<file path="config.mk">
export PLATFORM = sky130hd
export DESIGN_NAME = pipe_mux_stage
export DESIGN_NICKNAME = d
export VERILOG_FILES = /design/src/rtl/pipe_pkg.sv /design/src/rtl/pipe_mux_sel.sv /design/src/rtl/pipe_mux_stage.sv
export SDC_FILE = /design/constraint.sdc
export NUM_CORES = 1
export LEC_CHECK = 0
export CELL_PAD_IN_SITES_DETAIL_PLACEMENT = 1
export CELL_PAD_IN_SITES_GLOBAL_PLACEMENT = 1
export CORE_ASPECT_RATIO = 0.75
export CORE_MARGIN = 4
export CORE_UTILIZATION = 29
export CTS_CLUSTER_DIAMETER = 30
export DETAILED_ROUTE_END_ITERATION = 10
export PLACE_DENSITY = 0.82
export SETUP_SLACK_MARGIN = 0.2
export SKIP_CTS_REPAIR_TIMING = 1
export SYNTH_ARGS = -nofsm -noshare
export SYNTH_HDL_FRONTEND = slang
export SYNTH_SLANG_ARGS = --single-unit
</file>
<file path="constraint.sdc">
create_clock -name iClk -period 1.5 [get_ports iClk]
set_clock_uncertainty 0.2 [all_clocks]
set_input_delay 0.3 -clock iClk [delete_from_list [all_inputs] [get_ports iClk]]
set_output_delay 0.3 -clock iClk [all_outputs]
set_load 0.005 [all_outputs]
</file>
<file path="src/rtl/pipe_pkg.sv">
`default_nettype none
// ============================================================================
//  Module      : pipe_pkg
//  Description : Shared constants for the operand-select pipeline stage:
//                default data width and the stage occupancy encoding.
//  Revision    : 1.0 - initial release
// ============================================================================
package pipe_pkg;

    // Default data width of a selectable operand
    localparam int PIPE_WIDTH = 32;

    // Stage occupancy: nothing held, main register full, main and skid full
    localparam logic [1:0] ST_EMPTY = 2'd0;
    localparam logic [1:0] ST_ONE   = 2'd1;
    localparam logic [1:0] ST_TWO   = 2'd2;

endpackage : pipe_pkg
`default_nettype wire

</file>
<file path="src/rtl/pipe_mux_sel.sv">
`default_nettype none
// ============================================================================
//  Module      : pipe_mux_sel
//  Description : Purely combinational NUM_IN:1 operand selector. An
//                out-of-range select returns source 0 and flags oErr.
//  Revision    : 1.0 - initial release
// ============================================================================
module pipe_mux_sel
    import pipe_pkg::*;
#(
    parameter  int WIDTH  = PIPE_WIDTH,
    parameter  int NUM_IN = 4,
    localparam int SEL_W  = $clog2(NUM_IN)
) (
    input  logic [NUM_IN*WIDTH-1:0] iData,
    input  logic [SEL_W-1:0]        iSel,
    output logic [WIDTH-1:0]        oData,
    output logic                    oErr
);

    // Binary select over the flattened sources; any code with no matching
    // source keeps the source-0 / error defaults.
    always_comb begin
        oData = iData[WIDTH-1:0];
        oErr  = 1'b1;
        for (int k = 0; k < NUM_IN; k++) begin
            if (iSel == SEL_W'(k)) begin
                oData = iData[k*WIDTH +: WIDTH];
                oErr  = 1'b0;
            end
        end
    end

endmodule : pipe_mux_sel
`default_nettype wire

</file>
<file path="src/rtl/pipe_mux_stage.sv">
`default_nettype none
// ============================================================================
//  Module      : pipe_mux_stage
//  Description : Operand-select pipeline stage. Selects one of NUM_IN sources
//                and registers it behind a valid/ready handshake with a
//                two-entry skid buffer (main + skid) so that oReady is a pure
//                register output. Supports synchronous flush.
//  Revision    : 1.0 - initial release
// ============================================================================
module pipe_mux_stage
    import pipe_pkg::*;
#(
    parameter  int WIDTH  = PIPE_WIDTH,
    parameter  int NUM_IN = 4,
    localparam int SEL_W  = $clog2(NUM_IN)
) (
    input  logic                    iClk,
    input  logic                    iRst_n,
    input  logic [NUM_IN*WIDTH-1:0] iData,
    input  logic [SEL_W-1:0]        iSel,
    input  logic                    iValid,
    output logic                    oReady,
    input  logic                    iFlush,
    output logic [WIDTH-1:0]        oData,
    output logic                    oErr,
    output logic                    oValid,
    input  logic                    iReady
);

    logic [WIDTH-1:0] w_sel_data;
    logic             w_sel_err;
    logic             w_accept;
    logic             w_pop;

    logic [1:0]       state_q;
    logic [1:0]       state_d;
    logic             valid_q;
    logic             ready_q;
    logic [WIDTH-1:0] main_data_q;
    logic             main_err_q;
    logic [WIDTH-1:0] skid_data_q;
    logic             skid_err_q;

    logic             w_load_main;
    logic             w_load_skid;
    logic             w_main_from_skid;

    pipe_mux_sel #(
        .WIDTH  (WIDTH),
        .NUM_IN (NUM_IN)
    ) u_sel (
        .iData (iData),
        .iSel  (iSel),
        .oData (w_sel_data),
        .oErr  (w_sel_err)
    );

    assign w_accept = iValid && ready_q && !iFlush;
    assign w_pop    = valid_q && iReady;

    // Occupancy transitions and register load enables; flush wins over all
    always_comb begin
        state_d          = state_q;
        w_load_main      = 1'b0;
        w_load_skid      = 1'b0;
        w_main_from_skid = 1'b0;
        case (state_q)
            ST_EMPTY: begin
                if (w_accept) begin
                    w_load_main = 1'b1;
                    state_d     = ST_ONE;
                end
            end
            ST_ONE: begin
                if (w_accept && w_pop) begin
                    w_load_main = 1'b1;
                end else if (w_accept) begin
                    w_load_skid = 1'b1;
                    state_d     = ST_TWO;
                end else if (w_pop) begin
                    state_d     = ST_EMPTY;
                end
            end
            ST_TWO: begin
                if (w_pop) begin
                    w_main_from_skid = 1'b1;
                    state_d          = ST_ONE;
                end
            end
            default: begin
                state_d = ST_EMPTY;
            end
        endcase
        if (iFlush) begin
            state_d          = ST_EMPTY;
            w_load_main      = 1'b0;
            w_load_skid      = 1'b0;
            w_main_from_skid = 1'b0;
        end
    end

    // State, registered handshake outputs and the two data entries
    always_ff @(posedge iClk or negedge iRst_n) begin
        if (!iRst_n) begin
            state_q     <= ST_EMPTY;
            valid_q     <= 1'b0;
            ready_q     <= 1'b1;
            main_data_q <= '0;
            main_err_q  <= 1'b0;
            skid_data_q <= '0;
            skid_err_q  <= 1'b0;
        end else begin
            state_q <= state_d;
            valid_q <= (state_d != ST_EMPTY);
            ready_q <= (state_d != ST_TWO);
            if (w_load_main) begin
                main_data_q <= w_sel_data;
                main_err_q  <= w_sel_err;
            end else if (w_main_from_skid) begin
                main_data_q <= skid_data_q;
                main_err_q  <= skid_err_q;
            end
            if (w_load_skid) begin
                skid_data_q <= w_sel_data;
                skid_err_q  <= w_sel_err;
            end
        end
    end

    assign oData  = main_data_q;
    assign oErr   = main_err_q;
    assign oValid = valid_q;
    assign oReady = ready_q;

endmodule : pipe_mux_stage
`default_nettype wire

</file>
Word-level counts from Yosys, hierarchy flattened
Cells that the tools add are included.
- register bits after elaboration: 70
- input bits: 135
- output and inout port bits: 35
- eq/ne operators: 6
- muxes and demuxes: 28
- reduce and logical (&&, ||, !) cells: 9
- operators by type and width (operator ; number):
    32-bit two-way mux ; 5
    1-bit two-way mux ; 15
    2-bit two-way mux ; 6
    2-bit == test (second input constant) ; 3
    2-bit one-hot mux with 3 select lines ; 1
    2-bit by 1-bit == test with 1-bit output (second input constant) ; 2
    1-bit logical AND ; 4
    2-bit zero test ; 2
    2-bit nonzero test ; 2
    2-bit != test (second input constant) ; 1
    1-bit one-hot mux with 2 select lines ; 1
    1-bit zero test ; 1

Logic depth before layout (Yosys ltp)
- depth in word-level cells: 7
- mapped depth: 6
- gate-level depth less buffers: 4

Cells and area by module
A second synthesis with hierarchy kept.
- cells, all modules: 326
- area total of the unflattened synthesis: 4016.4 µm²
- modules (own cells, without submodules) (module ; instances ; cells an instance ; area each (µm²)):
    pipe_mux_stage ; 1 ; 285 ; 3190.6
    pipe_mux_sel ; 1 ; 41 ; 825.8

Least setup slack after synthesis
Ideal clock, no wire load.
- kind: reg2reg
- from: reg ready_q, in the netlist oReady
- to: reg skid_data_q[0]
- arrival time: 1.373 ns
- data required time: 1.175 ns
- slack: -0.198 ns
- stages on the path, launching flop included: 6
- cells stage by stage: dfstp_2 > nand2_1 > nor2_1 > nand3b_2 > buf_2 > mux2_2
- word-level cells in the longest chain between the ends: 6
- elaborated cells between the ends (all ways): 7
- ends and longest elaborated chain (item ; line ; RTL):
    from (decl) ; pipe_mux_stage.sv:38 ; logic ready_q;
    from (signal assigned) ; pipe_mux_stage.sv:115 ; ready_q <= (state_d != ST_TWO);
    1-bit logical AND (*) (2 in series) ; pipe_mux_stage.sv:58 ; assign w_accept = iValid && ready_q && !iFlush;
    1-bit two-way mux / 1-bit logical AND (equally long branches) ; pipe_mux_stage.sv:77, pipe_mux_stage.sv:75 ;
    1-bit two-way mux (*) ; pipe_mux_stage.sv:75 ; if (w_accept && w_pop) begin
    1-bit two-way mux (*) ; pipe_mux_stage.sv:67 ; case (state_q)
    1-bit two-way mux (*) ; pipe_mux_stage.sv:94 ; if (iFlush) begin
    to (signal assigned) ; pipe_mux_stage.sv:124 ; skid_data_q <= w_sel_data;
    to (decl) ; pipe_mux_stage.sv:41 ; logic [WIDTH-1:0] skid_data_q;
Every way passes the cells marked *; elsewhere a longest branch is shown, timed or not.
A chain may end at the register's enable or synchronous reset.

Worst setup path after layout
- from: reg ready_q, in the netlist oReady
- to: reg main_data_q[27], in the netlist oData[27]
- word-level cells in the longest chain between the ends: 7
- elaborated cells between the ends (all ways): 9
- ends and longest elaborated chain (item ; line ; RTL):
    1-bit logical AND (*) (2 in series) ; pipe_mux_stage.sv:58 ;
    1-bit logical AND ; pipe_mux_stage.sv:75 ;
    1-bit two-way mux ; pipe_mux_stage.sv:75 ;
    1-bit one-hot mux with 2 select lines (*) ; pipe_mux_stage.sv:67 ;
    1-bit two-way mux (*) ; pipe_mux_stage.sv:94 ;
    32-bit two-way mux / 2-bit nonzero test (equally long branches) ; -- ;
    to (signal assigned) ; pipe_mux_stage.sv:117 ; main_data_q <= w_sel_data;
    to (signal assigned) ; pipe_mux_stage.sv:120 ; main_data_q <= skid_data_q;
    to (decl) ; pipe_mux_stage.sv:39 ; logic [WIDTH-1:0] main_data_q;
Marks and branches as above.

==> results.md <==
* Slew headroom at 0.749
* Worst-case reg-to-reg path depth at 6
* DRC at 0
* Rows at 35
* WHS at 0.185 ns
* Share of cells above drive strength 1 at 0.418
* CP endpoint kind: register
* Top cell type's share of synthesized area at 0.462
* Max-cap violations at 0
* Count of final max-slew check failures at 0
* Average size of a mapped cell at 14.0 µm²
* Final instance area at 6520 µm²
* H-tree depth at 3
* Syn. warnings at 0
* Port-buffer cells at 169
* Status: complete, but fails checks
* DPL Wire Length at 9.02 mm
* Die Y at 106 µm
* Initial Util at 0.301
* Cts bufs inserted at 9
* Post-synthesis cell area at 3740 µm²
* Crit Path Category: register to register
* Yosys top cell by area: dfrtp_1
* Iter 0 DRT Violations at 28
* RePlAce Congestion at 0.799
* Die ar. at 14800 µm²
* Distinct cells, synth at 27
* Synth Instances at 268
* Largest net degree at the start of global routing at 71
* RSZ-0062 raised after global routing: true
* Setup ws final at -0.283 ns
* Failing checks: negative setup slack
* Number of global-route vias before repair at 3458
* Hold/Removal Path Class: input port to register
* R2R Setup Slk at -0.28 ns
* Synth-to-layout area growth at 74.3%
* Critical-path maximum fanout at 25
* Max VDD drop at 0.000592 V
* Worst-margin pin slew at 0.377 ns
* Period utilization at 1.19
* CORE AREA at 12400 µm²
* Final setup viols at 71
* Worst skew pair latency at 0.32 ns
* Die Wd at 139 µm
* CTS Root Cell: clkbuf_16
* Synth Net Count at 403
* Drt pass-1 iters at 4
* Synthesis-stage register bit count at 70
* CTS tree: done
* Remaining antenna violation count at 0
* Critical Path RT at 1.54 ns
* P_leak at 2.71 nW
* Clock Tree Buf Depth at 2
* Power per cell area at 1200 nW/µm²
* Crit Reg-Reg Endpoint: oData[27]
* Hold EP: state_q[1]
* Nets at 628
* Routed WL at 12.6 mm
* Place WS at -0.640 ns
* Initial antenna violation count at 0
* All-Layer GR Usage at 0.158
* WL/cell at 19.0 µm
* # diodes at 0
* Ports at 170
* Global-route wire length before repair at 18.5 mm
* Placed inst area at 5830 µm²
* Top cells by area, synth: dfrtp_1 46%, mux4_2 19%, mux2_2 9.6%
* Hold path start: iReady
* Overflow after GRT at 0
* Part of the Yosys area used for sequential elements at 0.469
* DR vias/cell at 4.84
* Num Clock Sinks at 70
* Worst Hold Depth at 3
* Final Hold Vio Count at 0
* Fin crit period at 1.78 ns
* Reg2reg start: oReady
* Fillers at 1262
* DR vias at 3214
* Worst setup SP type: register
* Fmax at 561 MHz
* CTS clk-pin slew, worst paths at 0.06 ns
* Critical Path AT at 1.82 ns
area by class of cell:
cell class / instances / area [µm²] / area share
sequential: 70 / 1750 / 0.269
tap: 166 / 208 / 0.0319
clock buffer: 13 / 270 / 0.0415
clock inverter: 3 / 65.1 / 0.00998
multi-input combinational: 177 / 1940 / 0.298
timing repair buffer: 235 / 2280 / 0.350
critical path, cell delays in order, from the launching register on:
cell and delay [ns]:
dfstp_2 0.55, nand2_4 0.07, nor4_4 0.34, buf_12 0.19, buf_12 0.17, nand2_1 0.07
o21ai_1 0.10
registers in the layout, summed over array words and instances, names as in the netlist:
| name | cells |
|---|---|
| skid_data_q | 32 |
| oValid | 1 |
| skid_err_q | 1 |
| oData | 32 |
| state_q | 2 |
| oReady | 1 |
| oErr | 1 |
logic make-up (layout without fill, tap and decap cells):
kind of cell | Yosys count | after routing | share of synthesized area
simple gates | 43 | 43 | 0.0525
compound gates | 38 | 38 | 0.0619
flops | 70 | 70 | 0.469
buf+inv | 21 | 251 | 0.0425
xor+xnor | 1 | 1 | 0.00234
mux | 95 | 95 | 0.372
metrics by stage:
| step | power [mW] | utilization | instances | TNS [ns] |
|---|---|---|---|---|
| finish | 7.82 | 0.524 | 664 | -17.04 |
| global route | 8.27 | 0.524 | 664 | -20.69 |
| CTS | 7.72 | 0.496 | 623 | -23.11 |
| detailed placement | 5.32 | 0.469 | 607 | -37.74 |
| global placement | 5.15 | 0.469 | 607 | -33.86 |
| floorplan | 3.96 | - | 268 | -7.55 |
routing by layer:
| layer | GRT usage | routed length [µm] | vias up | share of wire |
|---|---|---|---|---|
| li1 | - | - | 1471 | - |
| met5 | 0 | 0 | - | 0 |
| met1 | 0.183 | 5130 | 1630 | 0.41 |
| met2 | 0.282 | 6650 | 102 | 0.53 |
| met3 | 0.0594 | 738 | 11 | 0.059 |
| met4 | 0.0307 | 71 | 0 | 0.0056 |
worst max path at each step:
stage	endpoint	slack, ns	start
2_1_floorplan	skid_data_q[0]	-0.16	oReady
3_3_place_gp	oData[17]	-0.54	iReady
3_5_place_dp	oData[5]	-0.64	iFlush
4_1_cts	oReady	-0.48	oReady
5_1_grt	oData[27]	-0.35	state_q[0]
6_report	oData[27]	-0.28	oReady
power breakdown:
part           total, mW  switching [mW]  internal [mW]  leakage, nW
Clock               2.37           0.781           1.59        0.166
Sequential          3.00           0.398           2.60        0.858
Combinational       2.45           0.872           1.58         1.69
cell usage in the layout, fill, tap and decap left out, types with 3 or more instances in the layout:
| master | instances |
|---|---|
| mux2_2 | 32 |
| mux4_2 | 32 |
| a221o_1 | 3 |
| nand2_2 | 7 |
| clkbuf_16 | 12 |
| nand2_1 | 25 |
| buf_6 | 11 |
| clkbuf_8 | 3 |
| buf_12 | 12 |
| o21ai_1 | 27 |
| o21ai_2 | 3 |
| mux2i_1 | 28 |
| buf_2 | 32 |
| clkdlybuf4s50_1 | 129 |
| buf_4 | 42 |
| dfrtp_1 | 68 |
Yosys cell counts:
| master | count |
|---|---|
| nor3b_1 | 2 |
| nand3b_2 | 1 |
| mux2_2 | 32 |
| o21ai_1 | 14 |
| buf_1 | 2 |
| nand2b_1 | 1 |
| mux2i_1 | 31 |
| clkbuf_1 | 1 |
| clkbuf_2 | 1 |
| nor4_2 | 1 |
| a221o_1 | 3 |
| nand2_1 | 33 |
| buf_8 | 2 |
| o22a_1 | 1 |
| a211oi_1 | 2 |
| dfrtp_1 | 69 |
| nor2_1 | 3 |
| mux4_2 | 32 |
| o21ai_0 | 16 |
| nor3_2 | 1 |
| buf_6 | 6 |
| buf_2 | 9 |
| a221oi_1 | 1 |
| and2_1 | 1 |
| dfstp_2 | 1 |
| a21boi_4 | 1 |
| xor2_1 | 1 |
No activity file was read; power rests on OpenSTA's default activity.
